## config.mk

```make
export PLATFORM = sky130hd
export DESIGN_NAME = lamp_bus_arbiter_flat
export DESIGN_NICKNAME = d
export VERILOG_FILES = /design/src/rtl/lamp_bus_arbiter_if.sv /design/src/rtl/lamp_bus_arbiter.sv /design/src/flat_wrapper.sv
export SDC_FILE = /design/constraint.sdc
export NUM_CORES = 1
export LEC_CHECK = 0
export BUFFER_PORTS_ARGS = -buffer_cell sky130_fd_sc_hd__buf_4
export CORE_ASPECT_RATIO = 1.1
export CORE_UTILIZATION = 34
export CTS_BUF_LIST = sky130_fd_sc_hd__clkbuf_4 sky130_fd_sc_hd__clkbuf_8
export DETAILED_ROUTE_END_ITERATION = 6
export HOLD_SLACK_MARGIN = 0.08
export PLACE_DENSITY = 0.63
export SLEW_MARGIN = 15
export SYNTH_ARGS = -nofsm -noshare
export SYNTH_HDL_FRONTEND = slang
export SYNTH_SLANG_ARGS = --single-unit
```

## constraint.sdc

```tcl
create_clock -name clock -period 1.9 [get_ports clock]
set_input_delay 0.475 -clock clock [delete_from_list [all_inputs] [get_ports clock]]
set_output_delay 0.475 -clock clock [all_outputs]
set_load 0.02 [all_outputs]
```

## src/rtl/lamp_bus_arbiter_if.sv

```systemverilog
// Lamp-card bus arbiter port bundle: two requesters plus the
// board/address/data/strobe pins of the shared parallel bus.
`timescale 1ns/1ps
interface lamp_bus_arbiter_if;
  logic [1:0]  req_valid;
  logic [1:0]  req_write;
  logic [7:0]  req_board;
  logic [5:0]  req_addr;
  logic [15:0] req_wdata;
  logic [1:0]  req_ready;
  logic [1:0]  req_done;
  logic [7:0]  rdata;
  logic [3:0]  BOARD_X;
  logic [2:0]  AddessPortPin;
  logic [7:0]  Data_Out_Port;
  logic [7:0]  Data_In_Port;
  logic        data_dir;
  logic        RdP;
  logic        WrP;
  logic        busy;

  modport master (
    output req_valid, req_write, req_board,
    output req_addr, req_wdata, Data_In_Port,
    input  req_ready, req_done, rdata,
    input  BOARD_X, AddessPortPin, Data_Out_Port,
    input  data_dir, RdP, WrP, busy
  );

  modport slave (
    input  req_valid, req_write, req_board,
    input  req_addr, req_wdata, Data_In_Port,
    output req_ready, req_done, rdata,
    output BOARD_X, AddessPortPin, Data_Out_Port,
    output data_dir, RdP, WrP, busy
  );
endinterface

```

## src/rtl/lamp_bus_arbiter.sv

```systemverilog
// Two-port arbiter sequencing setup/strobe/hold cycles on the lamp bus.
// LAMP_BUS_FIXED_PRIORITY_EN: port 0 always wins ties (else round-robin).
`timescale 1ns/1ps
module lamp_bus_arbiter #(
  parameter int CLOCK_FREQUENCY = 27000000,
  parameter int SETUP_CYCLES    = 3,
  parameter int STROBE_CYCLES   = 6,
  parameter int HOLD_CYCLES     = 3
) (
  input logic               clock,
  input logic               reset_n,
  lamp_bus_arbiter_if.slave bus
);

  localparam int SE = (SETUP_CYCLES  < 1) ? 1 : SETUP_CYCLES;
  localparam int WE = (STROBE_CYCLES < 1) ? 1 : STROBE_CYCLES;
  localparam int HE = (HOLD_CYCLES   < 1) ? 1 : HOLD_CYCLES;
  localparam int M1 = (SE > WE) ? SE : WE;
  localparam int CMAX = (M1 > HE) ? M1 : HE;
  localparam int CW = $clog2(CMAX + 1)
                    + ((CLOCK_FREQUENCY > 0) ? 0 : 0);

  localparam logic [CW-1:0] S_LD = CW'(SE);
  localparam logic [CW-1:0] W_LD = CW'(WE);
  localparam logic [CW-1:0] H_LD = CW'(HE);
  localparam logic [CW-1:0] ONE  = CW'(1);

  typedef enum logic [1:0] {
    IDLE, SETUP, STROBE, HOLD
  } state_t;

  state_t          state_q;
  state_t          state_d;
  logic [CW-1:0]   cnt_q;
  logic [CW-1:0]   cnt_d;
  logic            grant;
  logic            owner_q;
  logic            wr_q;
  logic            wr_d;
  logic            start;
  logic            last_cyc;

`ifdef LAMP_BUS_FIXED_PRIORITY_EN
  assign grant = ~bus.req_valid[0];
`else
  logic last_grant;

  assign grant = (&bus.req_valid) ? ~last_grant
                                  : bus.req_valid[1];

  always_ff @(posedge clock or negedge reset_n) begin
    if (!reset_n) begin
      last_grant <= 1'b1;
    end else if (start) begin
      last_grant <= grant;
    end
  end
`endif

  assign start    = (state_q == IDLE) && (|bus.req_valid);
  assign last_cyc = (cnt_q == ONE);
  assign wr_d     = start ? bus.req_write[grant] : wr_q;

  always_ff @(posedge clock or negedge reset_n) begin
    if (!reset_n) begin
      state_q <= IDLE;
      cnt_q   <= '0;
    end else begin
      state_q <= state_d;
      cnt_q   <= cnt_d;
    end
  end

  always_comb begin
    state_d = state_q;
    cnt_d   = cnt_q;
    unique case (state_q)
      IDLE: begin
        if (start) begin
          state_d = SETUP;
          cnt_d   = S_LD;
        end
      end
      SETUP: begin
        if (last_cyc) begin
          state_d = STROBE;
          cnt_d   = W_LD;
        end else begin
          cnt_d = cnt_q - ONE;
        end
      end
      STROBE: begin
        if (last_cyc) begin
          state_d = HOLD;
          cnt_d   = H_LD;
        end else begin
          cnt_d = cnt_q - ONE;
        end
      end
      HOLD: begin
        if (last_cyc) begin
          state_d = IDLE;
          cnt_d   = '0;
        end else begin
          cnt_d = cnt_q - ONE;
        end
      end
      default: begin
        state_d = IDLE;
        cnt_d   = '0;
      end
    endcase
  end

  // Pins are registered from next-state so they move with the FSM.
  always_ff @(posedge clock or negedge reset_n) begin
    if (!reset_n) begin
      owner_q           <= 1'b0;
      wr_q              <= 1'b0;
      bus.req_ready     <= '0;
      bus.req_done      <= '0;
      bus.rdata         <= '0;
      bus.BOARD_X       <= '0;
      bus.AddessPortPin <= '0;
      bus.Data_Out_Port <= '0;
      bus.data_dir      <= 1'b0;
      bus.RdP           <= 1'b1;
      bus.WrP           <= 1'b1;
      bus.busy          <= 1'b0;
    end else begin
      bus.req_ready <= '0;
      bus.req_done  <= '0;
      if (start) begin
        owner_q       <= grant;
        wr_q          <= wr_d;
        bus.req_ready <= {grant, ~grant};
        bus.BOARD_X   <= grant ? bus.req_board[7:4]
                               : bus.req_board[3:0];
        bus.AddessPortPin <= grant ? bus.req_addr[5:3]
                                   : bus.req_addr[2:0];
        if (wr_d) begin
          bus.Data_Out_Port <= grant ? bus.req_wdata[15:8]
                                     : bus.req_wdata[7:0];
        end
      end
      if (state_q == STROBE && last_cyc && !wr_q) begin
        bus.rdata <= bus.Data_In_Port;
      end
      if (state_d == HOLD && cnt_d == ONE) begin
        bus.req_done <= {owner_q, ~owner_q};
      end
      bus.data_dir <= (state_d != IDLE) && wr_d;
      bus.RdP      <= !(state_d == STROBE && !wr_d);
      bus.WrP      <= !(state_d == STROBE && wr_d);
      bus.busy     <= (state_d != IDLE);
    end
  end

endmodule

```

## src/flat_wrapper.sv

```systemverilog
// flat-port wrapper written by rule: the top's interface ports become plain ports
module lamp_bus_arbiter_flat 
#(
  parameter int CLOCK_FREQUENCY = 27000000,
  parameter int SETUP_CYCLES    = 3,
  parameter int STROBE_CYCLES   = 6,
  parameter int HOLD_CYCLES     = 3
)
  (clock, reset_n, bus_req_valid, bus_req_write, bus_req_board, bus_req_addr, bus_req_wdata, bus_Data_In_Port, bus_req_ready, bus_req_done, bus_rdata, bus_BOARD_X, bus_AddessPortPin, bus_Data_Out_Port, bus_data_dir, bus_RdP, bus_WrP, bus_busy);
  lamp_bus_arbiter_if bus_i ();
  input logic clock;
  input logic reset_n;
  input wire logic [$bits(bus_i.req_valid)-1:0] bus_req_valid;
  input wire logic [$bits(bus_i.req_write)-1:0] bus_req_write;
  input wire logic [$bits(bus_i.req_board)-1:0] bus_req_board;
  input wire logic [$bits(bus_i.req_addr)-1:0] bus_req_addr;
  input wire logic [$bits(bus_i.req_wdata)-1:0] bus_req_wdata;
  input wire logic [$bits(bus_i.Data_In_Port)-1:0] bus_Data_In_Port;
  output wire logic [$bits(bus_i.req_ready)-1:0] bus_req_ready;
  output wire logic [$bits(bus_i.req_done)-1:0] bus_req_done;
  output wire logic [$bits(bus_i.rdata)-1:0] bus_rdata;
  output wire logic [$bits(bus_i.BOARD_X)-1:0] bus_BOARD_X;
  output wire logic [$bits(bus_i.AddessPortPin)-1:0] bus_AddessPortPin;
  output wire logic [$bits(bus_i.Data_Out_Port)-1:0] bus_Data_Out_Port;
  output wire logic [$bits(bus_i.data_dir)-1:0] bus_data_dir;
  output wire logic [$bits(bus_i.RdP)-1:0] bus_RdP;
  output wire logic [$bits(bus_i.WrP)-1:0] bus_WrP;
  output wire logic [$bits(bus_i.busy)-1:0] bus_busy;
  assign bus_i.req_valid = bus_req_valid;
  assign bus_i.req_write = bus_req_write;
  assign bus_i.req_board = bus_req_board;
  assign bus_i.req_addr = bus_req_addr;
  assign bus_i.req_wdata = bus_req_wdata;
  assign bus_i.Data_In_Port = bus_Data_In_Port;
  assign bus_req_ready = bus_i.req_ready;
  assign bus_req_done = bus_i.req_done;
  assign bus_rdata = bus_i.rdata;
  assign bus_BOARD_X = bus_i.BOARD_X;
  assign bus_AddessPortPin = bus_i.AddessPortPin;
  assign bus_Data_Out_Port = bus_i.Data_Out_Port;
  assign bus_data_dir = bus_i.data_dir;
  assign bus_RdP = bus_i.RdP;
  assign bus_WrP = bus_i.WrP;
  assign bus_busy = bus_i.busy;
  lamp_bus_arbiter #(.CLOCK_FREQUENCY(CLOCK_FREQUENCY), .SETUP_CYCLES(SETUP_CYCLES), .STROBE_CYCLES(STROBE_CYCLES), .HOLD_CYCLES(HOLD_CYCLES)) u_core (.clock(clock), .reset_n(reset_n), .bus(bus_i));
endmodule
```

==> flow_summary.ini <==
[detailed_routing]
drt_iter0_markers = 54
routed_via_density = 4.83
wirelength_um = 3560
drcViolationCount = 0
postRouteAntennaNets = 0
drt_first_pass_iters = 4
routedWlPerCell_um = 13.0
num_vias = 1329

[floorplan]
rows = 26
die_w_um = 70.0
die_area_mm2 = 0.00537
start_util_pct = 36.4
io_pins = 75
die_y_um = 76.8
core-area_mm2 = 0.00475

[setup_path]
startpoint_type = flip-flop
cp-end-kind = flip-flop
r2r_cells = 4
worst_path_largest_cell_delay_ns = 0.38
cp_slowest_cell = dfrtp_1
crit_type = flip-flop to flip-flop
reg2reg_from = u_core.state_q[1]$_DFF_PN0_
cp.arrival_ns = 1.83
rrSetupSlack_ns = 0.24
endpoint = u_core.bus.Data_Out_Port[0]$_DFFE_PN0P_
crit_chain = nor2_1, and2_1, o2bb2ai_4, mux2_2
crit_fanout = 10
crit_start = u_core.state_q[1]$_DFF_PN0_
required_ns = 2.08
r2r_end = u_core.bus.Data_Out_Port[0]$_DFFE_PN0P_

[layout]
final_layout_size_suffix_gt1_share_pct = 54.8
nets = 264
fin_area_mm2 = 0.00249
antenna_cells = 0
syn2layout_area_growth_pct = 44.1

[global_route]
grt_max_degree = 40
grt_usage_pct = 15.3
grt-ovfl-total = 0
grt_pass1_vias = 1407
grt_pass1_wl_um = 6470
antenna_found_initial = 0

[sta]
period_minus_slack_ns = 1.66
fmax_mhz = 604
fin_skew_ns = 0.00887
min_period_over_period_pct = 87.1
maxSlewViolCount = 0
relSlewSlack_pct = 67.8
report.final.setup_viol = 0
rsz0062_at_grt = false
hold_viol = 0
worstMarginPinSlew_ns = 0.482
setup_tns_ns = 0

[outcome]
outcome = complete, no violations

[clock_network]
cts_buffers = 5
clk_pin_slew_worst_paths_ns = 0.08
cts_buffer_depth = 2
clock_latency_ns = 0.30
clockRootBuffer = clkbuf_8
cts_tree = yes
cts.sink_count = 39
htree_num_levels = 2

[synth]
yosys_warnings = 0
synth-main-ff-cell = dfrtp_1
synthCells = 137
syn_nets = 183
yosysMostFrequentCell = dfrtp_1
synthTopCellsByCount = 36 x dfrtp_1, 24 x mux2_2, 12 x nand2_1
synthTopCellsByArea = dfrtp_1 52%, mux2_2 16%, dfstp_2 4.6%
synth_cell_types = 29
ys_seq_elements = 39
synth_edf_count = 0
yosysSeqAreaShare_pct = 56.7
synth_top_cell_by_area = dfrtp_1
synthDominantCellAreaShare_pct = 52.1
synthArstFlopShare_pct = 100
syn_avg_cell_area_um2 = 12.6
syn_area_mm2 = 0.00173

[flow_run]
drv_cap = 0

[place]
dpl-instance-area_mm2 = 0.00236
io_buffers = 74
hpwl_um = 2690
gp_congestion = 0.782

[power_and_ir_drop]
power.density_mw_per_mm2 = 1630
irDropWorstVdd_uv = 622
leakage_nw = 1.21

[min_path]
hp-class = input port to asynchronous set/reset pin
metal layers:
layer  vias to the layer above  GRT usage (%)  wire (um)
met2                        51           24.5       1680
met1                       625           18.0       1540
met4                         0           7.00         63
met3                         6           5.78        279
li1                        647              -          -
met5                         -              0          0
how the worst min path moves through the flow:
stage                                    start                                 endpoint  slack, ns  depth (start not counted)
global placement    u_core.owner_q$_DFFE_PN0P_         u_core.bus.req_done[0]$_DFF_PN0_       0.45                          1
floorplan                              reset_n  u_core.bus.AddessPortPin[0]$_DFFE_PN0P_       0.18                          0
CTS                                    reset_n  u_core.bus.Data_Out_Port[3]$_DFFE_PN0P_       0.16                          1
finish                                 reset_n  u_core.bus.Data_Out_Port[7]$_DFFE_PN0P_       0.14                          1
detailed placement  u_core.owner_q$_DFFE_PN0P_         u_core.bus.req_done[0]$_DFF_PN0_       0.45                          1
global route                           reset_n  u_core.bus.Data_Out_Port[3]$_DFFE_PN0P_       0.17                          1
worst max-delay path, delay by kind of cell (launching register included):
kind | cells | cell delay, ns
DFF | 1 | 0.38
muxes | 1 | 0.37
AOI/OAI and AO/OA | 1 | 0.23
and+or+nand+nor | 2 | 0.56
power by group:
group	total (mW)	internal (mW)	switching, mW
sequential	1.44	1.23	0.211
clock	0.730	0.432	0.298
combinational	1.88	0.925	0.957
cell families (layout without fill, tap and decap cells):
group	Yosys count	in the layout	share of synthesized area [%]
xor gates and xnor gates	1	1	0.507
adders and majority gates	2	2	1.45
buffers and inverters	7	89	2.03
muxes	24	24	15.6
DFF	39	39	56.7
and+or+nand+nor	43	43	12.5
AOI/OAI and AO/OA	21	21	11.2
flip-flops by register name (all words and copies together) (netlist names):
name,cells
u_core.bus.req_done,2
u_core.bus.BOARD_X,4
u_core.cnt_q,3
u_core.bus.RdP,1
u_core.state_q,2
u_core.bus.data_dir,1
u_core.wr_q,1
u_core.bus.Data_Out_Port,8
u_core.bus.busy,1
u_core.last_grant,1
u_core.owner_q,1
u_core.bus.AddessPortPin,3
u_core.bus.rdata,8
u_core.bus.req_ready,2
u_core.bus.WrP,1
cell type report:
type	count	area [um^2]
clock inverter	2	38.8
sequential	39	980
inverter	2	7.51
tap	56	70.1
multi-input combinational	91	718
clock buffer	6	82.6
fill	415	2260
timing repair buffer	79	593
placed cells by master, fill, tap and decap left out, types with 2 or more instances in the layout:
master / netlist / routed
inv_1: 2 / 2
a21oi_1: 3 / 3
ha_1: 2 / 2
nor2_1: 8 / 8
nand2b_1: 2 / 2
mux2_2: 24 / 24
and2_1: 2 / 2
dfrtp_1: 36 / 36
o21a_1: 2 / 2
buf_4: 1 / 79
nand3_1: 3 / 3
nand2_1: 12 / 12
a221o_1: 7 / 7
and3_1: 7 / 7
clkbuf_8: 0 / 6
a21o_1: 2 / 2
dfstp_2: 3 / 3
nor2b_1: 3 / 3
o21ai_0: 3 / 3
what timing repair did:
item                                    CTS  global route
hold buffers                              0             0
buffers inserted                          0             0
resized for setup                         0             1
endpoints found under the setup margin    0             8
metrics by stage:
stage                     power, mW  hold WS [ns]  std cells  utilization (%)  setup WS [ns]
after floorplan                2.60         0.179        137                -          0.272
after global placement         3.34         0.448        267             49.8          0.176
after detailed placement       3.36         0.448        267             49.8          0.128
after CTS                      4.10         0.157        275             52.3          0.120
after global routing           4.33         0.168        275             52.4          0.101
final                          4.05         0.136        275             52.4          0.245
Power figures use the tool's default switching activity.
